### src/rtl/ps2_pkg.sv
// Shared definitions for the host-side PS/2 receiver: frame FSM states,
// frame geometry, default conditioning constants and the parity helper.
package ps2_pkg;

    typedef enum logic [1:0] {
        IDLE   = 2'd0,
        DATA   = 2'd1,
        PARITY = 2'd2,
        STOP   = 2'd3
    } ps2_state_t;

    localparam int PS2_DATA_BITS   = 8;
    localparam int PS2_FILTER_DEF  = 4;
    localparam int PS2_TIMEOUT_DEF = 20000;

    // PS/2 uses odd parity over the data byte plus the parity bit
    function automatic logic parity_ok(input logic [PS2_DATA_BITS-1:0] d, input logic p);
        return ^{d, p};
    endfunction

endpackage

### src/rtl/ps2_rx_fifo.sv
// Synchronous show-ahead FIFO for received bytes; a push while full only
// lands when a pop frees the head in the same cycle.
module ps2_rx_fifo #(
    parameter int FIFO_BITS = 3,
    parameter int WIDTH     = 8
) (
    input  logic                 clk,
    input  logic                 reset,
    input  logic                 push,
    input  logic [WIDTH-1:0]     din,
    input  logic                 pop,
    output logic [WIDTH-1:0]     dout,
    output logic                 full,
    output logic                 empty,
    output logic [FIFO_BITS:0]   count
);

    localparam int DEPTH = 1 << FIFO_BITS;
    localparam int CW    = FIFO_BITS + 1;

    logic [WIDTH-1:0]     mem_r [DEPTH];
    logic [FIFO_BITS-1:0] wr_ptr_r;
    logic [FIFO_BITS-1:0] rd_ptr_r;
    logic [CW-1:0]        cnt_r;
    logic                 do_push_s;
    logic                 do_pop_s;

    assign empty     = (cnt_r == CW'(0));
    assign full      = (cnt_r == CW'(DEPTH));
    assign count     = cnt_r;
    assign do_pop_s  = pop & ~empty;
    assign do_push_s = push & (~full | do_pop_s);
    assign dout      = empty ? WIDTH'(0) : mem_r[rd_ptr_r];

    // Pointer and occupancy bookkeeping
    always_ff @(posedge clk) begin
        if (reset) begin
            wr_ptr_r <= '0;
            rd_ptr_r <= '0;
            cnt_r    <= '0;
        end else begin
            if (do_push_s) begin
                wr_ptr_r <= wr_ptr_r + FIFO_BITS'(1);
            end
            if (do_pop_s) begin
                rd_ptr_r <= rd_ptr_r + FIFO_BITS'(1);
            end
            case ({do_push_s, do_pop_s})
                2'b10:   cnt_r <= cnt_r + CW'(1);
                2'b01:   cnt_r <= cnt_r - CW'(1);
                default: cnt_r <= cnt_r;
            endcase
        end
    end

    // Storage array, deliberately left out of reset
    always_ff @(posedge clk) begin
        if (do_push_s) begin
            mem_r[wr_ptr_r] <= din;
        end
    end

endmodule

### src/rtl/ps2_host_rx.sv
// Host-side PS/2 frame receiver: synchronizes and deglitches the lines,
// decodes 11-bit device frames and queues good bytes in a show-ahead FIFO.
module ps2_host_rx
    import ps2_pkg::*;
#(
    parameter int FIFO_BITS = 3,
    parameter int FILTER    = PS2_FILTER_DEF,
    parameter int TIMEOUT   = PS2_TIMEOUT_DEF
) (
    input  logic                      clk_sys,
    input  logic                      reset,
    input  logic                      ps2_clk,
    input  logic                      ps2_data,
    input  logic                      rd,
    output logic [PS2_DATA_BITS-1:0]  dout,
    output logic                      empty,
    output logic [FIFO_BITS:0]        count,
    output logic                      parity_err,
    output logic                      frame_err,
    output logic                      overflow
);

    localparam int FW = (FILTER > 1) ? $clog2(FILTER) : 1;
    localparam int TW = $clog2(TIMEOUT);
    localparam int BW = $clog2(PS2_DATA_BITS);

    logic                     clk_meta_r, clk_sync_r, data_meta_r, data_sync_r;
    logic                     fclk_r, fclk_d_r;
    logic [FW-1:0]            filt_cnt_r;
    logic                     fall_s;

    ps2_state_t               state_r, state_n;
    logic [BW-1:0]            bit_cnt_r, bit_cnt_n;
    logic [PS2_DATA_BITS-1:0] shreg_r, shreg_n;
    logic                     par_r, par_n;
    logic [TW-1:0]            to_cnt_r, to_cnt_n;
    logic                     push_s, perr_s, ferr_s, ovf_s;
    logic                     full_s;

    // Line synchronizers and clock glitch filter; idle lines read as high
    always_ff @(posedge clk_sys) begin
        if (reset) begin
            clk_meta_r  <= 1'b1;
            clk_sync_r  <= 1'b1;
            data_meta_r <= 1'b1;
            data_sync_r <= 1'b1;
            fclk_r      <= 1'b1;
            fclk_d_r    <= 1'b1;
            filt_cnt_r  <= '0;
        end else begin
            clk_meta_r  <= ps2_clk;
            clk_sync_r  <= clk_meta_r;
            data_meta_r <= ps2_data;
            data_sync_r <= data_meta_r;
            fclk_d_r    <= fclk_r;
            if (clk_sync_r == fclk_r) begin
                filt_cnt_r <= '0;
            end else if (filt_cnt_r == FW'(FILTER - 1)) begin
                fclk_r     <= clk_sync_r;
                filt_cnt_r <= '0;
            end else begin
                filt_cnt_r <= filt_cnt_r + FW'(1);
            end
        end
    end

    assign fall_s = fclk_d_r & ~fclk_r;

    // Frame state, shift register and inter-edge timeout registers
    always_ff @(posedge clk_sys) begin
        if (reset) begin
            state_r    <= IDLE;
            bit_cnt_r  <= '0;
            shreg_r    <= '0;
            par_r      <= 1'b0;
            to_cnt_r   <= '0;
            parity_err <= 1'b0;
            frame_err  <= 1'b0;
            overflow   <= 1'b0;
        end else begin
            state_r    <= state_n;
            bit_cnt_r  <= bit_cnt_n;
            shreg_r    <= shreg_n;
            par_r      <= par_n;
            to_cnt_r   <= to_cnt_n;
            parity_err <= perr_s;
            frame_err  <= ferr_s;
            overflow   <= ovf_s;
        end
    end

    // Next-state decode; parity is judged before the stop bit
    always_comb begin
        state_n   = state_r;
        bit_cnt_n = bit_cnt_r;
        shreg_n   = shreg_r;
        par_n     = par_r;
        to_cnt_n  = '0;
        push_s    = 1'b0;
        perr_s    = 1'b0;
        ferr_s    = 1'b0;
        if (fall_s) begin
            case (state_r)
                IDLE: begin
                    if (!data_sync_r) begin
                        state_n   = DATA;
                        bit_cnt_n = '0;
                        shreg_n   = '0;
                    end else begin
                        state_n   = IDLE;
                    end
                end
                DATA: begin
                    shreg_n   = {data_sync_r, shreg_r[PS2_DATA_BITS-1:1]};
                    bit_cnt_n = bit_cnt_r + BW'(1);
                    if (bit_cnt_r == BW'(PS2_DATA_BITS - 1)) begin
                        state_n = PARITY;
                    end else begin
                        state_n = DATA;
                    end
                end
                PARITY: begin
                    par_n   = data_sync_r;
                    state_n = STOP;
                end
                STOP: begin
                    state_n = IDLE;
                    if (!parity_ok(shreg_r, par_r)) begin
                        perr_s = 1'b1;
                    end else if (data_sync_r) begin
                        push_s = 1'b1;
                    end else begin
                        ferr_s = 1'b1;
                    end
                end
                default: state_n = IDLE;
            endcase
        end else if (state_r == IDLE) begin
            to_cnt_n = '0;
        end else if (to_cnt_r == TW'(TIMEOUT - 1)) begin
            state_n = IDLE;
            ferr_s  = 1'b1;
        end else begin
            to_cnt_n = to_cnt_r + TW'(1);
        end
    end

    assign ovf_s = push_s & full_s & ~rd;

    ps2_rx_fifo #(
        .FIFO_BITS (FIFO_BITS),
        .WIDTH     (PS2_DATA_BITS)
    ) u_fifo (
        .clk   (clk_sys),
        .reset (reset),
        .push  (push_s),
        .din   (shreg_r),
        .pop   (rd),
        .dout  (dout),
        .full  (full_s),
        .empty (empty),
        .count (count)
    );

endmodule

### config.mk
export PLATFORM = sky130hd
export DESIGN_NAME = ps2_host_rx
export DESIGN_NICKNAME = d
export VERILOG_FILES = /design/src/rtl/ps2_pkg.sv /design/src/rtl/ps2_rx_fifo.sv /design/src/rtl/ps2_host_rx.sv
export SDC_FILE = /design/constraint.sdc
export NUM_CORES = 1
export LEC_CHECK = 0
export CORE_MARGIN = 8
export CORE_UTILIZATION = 44
export CTS_CLUSTER_SIZE = 8
export DETAILED_ROUTE_END_ITERATION = 16
export MAX_ROUTING_LAYER = met4
export PLACE_DENSITY = 0.65
export SLEW_MARGIN = 10
export SYNTH_ARGS = -nofsm -noshare
export SYNTH_HDL_FRONTEND = slang
export SYNTH_SLANG_ARGS = --single-unit
### constraint.sdc
create_clock -name clk_sys -period 2.95 [get_ports clk_sys]
set_input_delay 0.885 -clock clk_sys [delete_from_list [all_inputs] [get_ports clk_sys]]
set_output_delay 0.885 -clock clk_sys [all_outputs]
set_load 0.01 [all_outputs]
## Word-level counts from Yosys, hierarchy flattened

Memories as Yosys holds them, arrays and structs flattened. A register that Yosys moved wholly into a read port is not among the register bits.
Cells that the tools add are included.

| word-level totals | value |
|---|---|
| latch bits | 0 |
| register bits | 50 |
| ROM bits | 0 |
| logic and storage cells | 91 |
| input port bits | 5 |
| RAM bits | 64 |
| memories kept | 1 |
| output and inout port bits | 16 |

| cells by class | value |
|---|---|
| reduce and logical (&&, ||, !) cells | 13 |
| add/sub/neg operators | 7 |
| multipliers | 0 |
| order comparisons | 0 |
| equal/unequal tests | 12 |
| bitwise logic cells | 13 |
| shift-type cells | 0 |
| div/mod/pow operators | 0 |
| muxes and demuxes | 27 |

Memories:

| name | depth | width | read ports | clocked after Yosys merged registers in | write ports | line | RTL |
|---|---|---|---|---|---|---|---|
| u_fifo.mem_r | 8 | 8 | 1 | 1 | 1 | ps2_rx_fifo.sv:21 | `logic [WIDTH-1:0] mem_r [DEPTH];` |

Operators with widths:

| cell | number |
|---|---|
| 8-bit two-way mux | 2 |
| 8-bit one-hot mux with 2 select lines | 1 |
| 15-bit by 1-bit adder with 15-bit output (second input constant) | 1 |
| 15-bit == test (second input constant) | 1 |
| 1-bit two-way mux | 14 |
| 3-bit by 1-bit adder with 3-bit output (second input constant) | 3 |
| 3-bit two-way mux | 3 |
| 9-bit XOR reduction | 1 |
| 2-bit == test (second input constant) | 4 |
| 2-bit two-way mux | 4 |
| 2-bit one-hot mux with 4 select lines | 1 |
| 4-bit one-hot mux with 2 select lines | 1 |
| 1-bit inverter | 7 |
| 3-bit one-hot mux with 2 select lines | 1 |
| 2-bit AND reduction | 3 |
| 2-bit nonzero test | 3 |
| 3-bit OR reduction | 2 |
| 1-bit bitwise AND | 5 |
| 4-bit by 1-bit adder with 4-bit output (second input constant) | 1 |
| 2-bit by 1-bit == test with 1-bit output (second input constant) | 2 |
| 4-bit == test (second input constant) | 1 |
| 4-bit zero test | 1 |
| 2-bit != test (second input constant) | 2 |
| 4-bit OR reduction | 1 |
| 7 further kinds | 7 |

## Logic depth before layout (Yosys ltp)

| depth | value |
|---|---|
| depth after elaboration | 7 |
| gate-level depth with buffers | 11 |
| mapped depth without buffers | 11 |

## Cells and area by module

Synthesis repeated with hierarchy kept, for this count alone.

| second synthesis, totals | value |
|---|---|
| cells, all modules | 359 |
| area, all modules | 4829.6 um^2 |

Modules (own cells, without submodules):

| module | seq. area each (um^2) | cells each | instances | area an instance (um^2) |
|---|---|---|---|---|
| ps2_rx_fifo | 2182.1 | 184 | 1 | 3160.5 |
| ps2_host_rx | 800.8 | 175 | 1 | 1669.1 |

## Worst setup path before layout

Ideal clock, no wire load.

| timing path | value |
|---|---|
| path kind | flip-flop to flip-flop |
| start | register shreg_r[2] |
| end | register u_fifo.cnt_r[3], in the netlist u_fifo.count[3] |
| path buffers | 0 |
| data required time | 2.827 ns |
| library setup time | 0.123 ns |
| arrival time | 2.585 ns |
| stages on the path, launching flop included | 12 |
| period minus slack after synthesis | 2.709 ns |
| path slack | 0.241 ns |
| cells stage by stage | dfxtp_1 xor2_1 xnor3_2 mux2i_1 nand2_1 inv_1 ha_1 a21o_1 a21oi_1 or3_1 mux2i_1 mux2_1 |

| between the ends | value |
|---|---|
| longest elaborated chain between the ends | 7 |
| elaborated cells on any way between the ends | 9 |
| those cells by class | 2 x eq/ne; 4 x mux; 1 x bitwise; 2 x reduce/logical |

RTL lines:

| what | line | RTL |
|---|---|---|
| start: declaration | ps2_host_rx.sv:34 | `logic [PS2_DATA_BITS-1:0] shreg_r, shreg_n;` |
| start signal: assignment | ps2_host_rx.sv:83 | `shreg_r <= shreg_n;` |
| 9-bit XOR reduction (*) | ps2_pkg.sv:18 | `return ^{d, p};` |
| 1-bit two-way mux (*) | ps2_host_rx.sv:128 | `if (!parity_ok(shreg_r, par_r)) begin` |
| 1-bit two-way mux (*) | ps2_host_rx.sv:103 | `case (state_r)` |
| 1-bit two-way mux (*) | ps2_host_rx.sv:102 | `if (fall_s) begin` |
| 1-bit bitwise AND (*) | ps2_rx_fifo.sv:32 | `assign do_push_s = push & (~full \| do_pop_s);` |
| 2-bit by 1-bit == test with 1-bit output or 2-bit == test (tied branches) | ps2_rx_fifo.sv:48 | `case ({do_push_s, do_pop_s})` |
| 4-bit one-hot mux with 2 select lines or 2-bit nonzero test (tied branches) | -- |  |
| end signal: assignment | ps2_rx_fifo.sv:49 | `2'b10: cnt_r <= cnt_r + CW'(1);` |
| end signal: assignment | ps2_rx_fifo.sv:50 | `2'b01: cnt_r <= cnt_r - CW'(1);` |
| end signal: assignment | ps2_rx_fifo.sv:51 | `default: cnt_r <= cnt_r;` |
| end: declaration | ps2_rx_fifo.sv:24 | `logic [CW-1:0] cnt_r;` |

Every way passes the cells marked *; elsewhere a longest branch is shown, timed or not.
A chain may end at the register's enable or synchronous reset.

==> impl_metrics.tcl <==
set metrics [dict create \
    run_status "complete, no violations" \
    finalHoldViolCount 0 \
    postSynthCellCount 354 \
    power.switching_mw 0.907 \
    tightestPinTransition_ns 0.735 \
    initial_core_util_pct 44.6 \
    syn2layout_area_growth_pct 24.1 \
    synth-async-reset-ratio_pct 0 \
    fillerInstances 864 \
    path_clk_slew_ns 0.06 \
    grt_max_degree 40 \
    cts_tree "yes" \
    worst-path-max-fanout 7 \
    rsz0062_at_grt "false" \
    n_antenna_cell 0 \
    postSynthAreaPerCell_um2 13.5 \
    fin_crit_sh_pct 97.3 \
    grt_pass1_wl_mm 13.6 \
    io_pins 21 \
    wl_mm 8.10 \
    regArea_um2 2990 \
    hold_path_class "reg -> reg" \
    dp_hpwl_mm 5.35 \
    setup_slack_ns 0.0797 \
    clock_skew_ns 0.00863 \
    ys_seq_area_share_pct 62.5 \
    synth_area_um2 4770 \
    grt_util_all_layers_pct 12.3 \
    p_per_area_nw_per_um2 712 \
    cp-end-kind "primary output" \
    slew_headroom_pct 50.8 \
    worstRegToRegCells 11 \
    swShare_pct 21.5 \
    die_area_um2 14400 \
    synth-edff-count 64 \
    rows 38 \
    dp_slack_ns -0.0537 \
    h-tree-depth 4 \
    cp.required_ns 2.07 \
    p_leak_nw 2.10 \
    cts_buffer_depth 2 \
    antenna_found_initial 0 \
    synth_warnings 0 \
    multi_input_area_um2 1710 \
    place_area_um2 5280 \
    finalPower_mw 4.22 \
    io_buffers 20 \
    grt_pass1_vias 2818 \
    synthFlopType "edfxtp_1" \
    wl_per_cell_um 14.5 \
    p_int_mw 3.31 \
    hold_buffers 0 \
    drv_cap 0 \
    vdd_drop_max_mv 0.442 \
    core_area_um2 10700 \
    viasPerCell 5.01 \
    globalplace.congestion 0.760 \
    power_frac_seq_pct 41.4 \
    slew_violations 0 \
    clk_latency_ns 0.50 \
    fin_crit_ns 2.87 \
    whs_path_depth 1 \
    cts_num_sinks 117 \
    final_cell_area_um2 5920 \
    dieWidth_um 120 \
    clockRootBuffer "clkbuf_8" \
    drtAntennaViolNets 0 \
    num_vias 2798 \
    start_kind "flop" \
    fmaxAchievable_ghz 0.348 \
    syn_nets 368 \
    gr-total-overflow 0 \
    synth_cell_type_count 44 \
    fin_nets 420 \
    drive_gt1_share_pct 22.2 \
    synth-seq-cells 117 \
    critical_path_class "reg -> out" \
    fp.dieH_um 120 \
    drc 0 \
    numCtsBuffers 17 \
    firstDrtPassIters 4 \
    comb_power_share_pct 9.0 \
    setup_viol 0 \
    p_clk_share_pct 49.6 \
    drt_iter0_drc 135 \
    worstPathArrival_ns 1.99 \
]
## power by group through the flow
| stage | Clock [mW] | Sequential [mW] | Combinational (mW) |
|---|---|---|---|
| after global routing | 2.20 | 1.75 | 0.420 |
| after global placement | 0 | 1.77 | 0.369 |
| after floorplan | 0 | 1.77 | 0.227 |
| after CTS | 2.13 | 1.74 | 0.379 |
| final | 2.09 | 1.74 | 0.380 |
| after detailed placement | 0 | 1.77 | 0.375 |
## area by class of cell
type                       count  area share [%]
sequential                   117            50.4
clock buffer                  17            6.99
clock inverter                15            3.44
multi-input combinational    217            28.8
timing repair buffer          46            6.91
tap                          140            2.96
inverter                       7           0.444
## worst paths after layout
kind                    startpoint                           end  slack [ns]
max                           flop                       dout[2]        0.08
min          clk_meta_r$_SDFF_PP1_         clk_sync_r$_SDFF_PP1_        0.41
max reg2reg     par_r$_SDFFE_PP0P_  u_fifo.count[3]$_SDFFE_PP0P_        0.16
min reg2reg  clk_meta_r$_SDFF_PP1_         clk_sync_r$_SDFF_PP1_        0.41
## registers in the layout, indices dropped and copies added, names as in the netlist, 2 cells and up, named ones only
register	cells
u_fifo.count	4
shreg_r	8
bit_cnt_r	3
to_cnt_r	15
state_r	2
filt_cnt_r	2
u_fifo.mem_r	64
u_fifo.rd_ptr_r	3
u_fifo.wr_ptr_r	3
## routing by layer
| layer | vias to the layer above | GRT usage (%) | share of wire (%) |
|---|---|---|---|
| li1 | 1395 | - | - |
| met1 | 1353 | 14.2 | 48 |
| met2 | 46 | 19.8 | 48 |
| met3 | 4 | 4.37 | 3.4 |
| met4 | 0 | 3.75 | 0.54 |
| met5 | - | - | 0 |
## layout by cell type (no fill, tap or decap), types with 7 or more instances in the layout
cell / instances
ha_1: 8
nand3_1: 11
dfxtp_1: 52
xnor2_1: 11
inv_1: 7
clkbuf_16: 16
nor2_1: 61
a22oi_1: 10
nor3_1: 7
xor2_1: 10
mux2i_1: 13
nand2_1: 12
edfxtp_1: 64
buf_4: 23
clkdlybuf4s50_1: 12
mux4_2: 16
## synth_stat cells, drive strengths merged (8+ instances only)
| master | instances | area [um2] |
|---|---|---|
| a22oi | 10 | 75.1 |
| xor2 | 10 | 87.6 |
| xnor2 | 11 | 96.3 |
| nand3 | 11 | 55.1 |
| mux2i | 14 | 153 |
| dfxtp | 53 | 1060 |
| mux4 | 16 | 360 |
| clkbuf | 10 | 37.5 |
| edfxtp | 64 | 1920 |
| nand2 | 12 | 45.0 |
| ha | 8 | 100 |
| nor2 | 61 | 229 |
## worst max-delay path: stages (launching register included)
cell and delay, ns:
dfxtp_4 0.38, buf_16 0.14, mux4_2 0.50, mux2i_1 0.14, nor2_1 0.05, dlygate4sd2_1 0.28
## stage by stage
stage | setup TNS, ns | utilization, % | instances | hold slack (ns)
2_1_floorplan | 0 | - | 354 | 0.389
3_3_place_gp | 0 | 49.3 | 524 | 0.392
3_5_place_dp | -0.0537 | 49.3 | 524 | 0.394
4_1_cts | 0 | 55.3 | 557 | 0.407
5_1_grt | 0 | 55.3 | 559 | 0.422
6_report | 0 | 55.3 | 559 | 0.406
## cells by family after synthesis
kind of cell	count (synthesis)	synth area share (%)
compound gates	23	3.20
xor+xnor	23	4.85
fa+ha+maj	9	2.52
buf+inv	20	1.76
flops	117	62.5
mux	36	12.2
simple gates	126	12.9
## timing repair
item	CTS	global route
buffers inserted	0	2
resized for setup	15	9
setup endpoints to repair	8	7
cloned	1	0
Power figures use the tool's default switching activity.
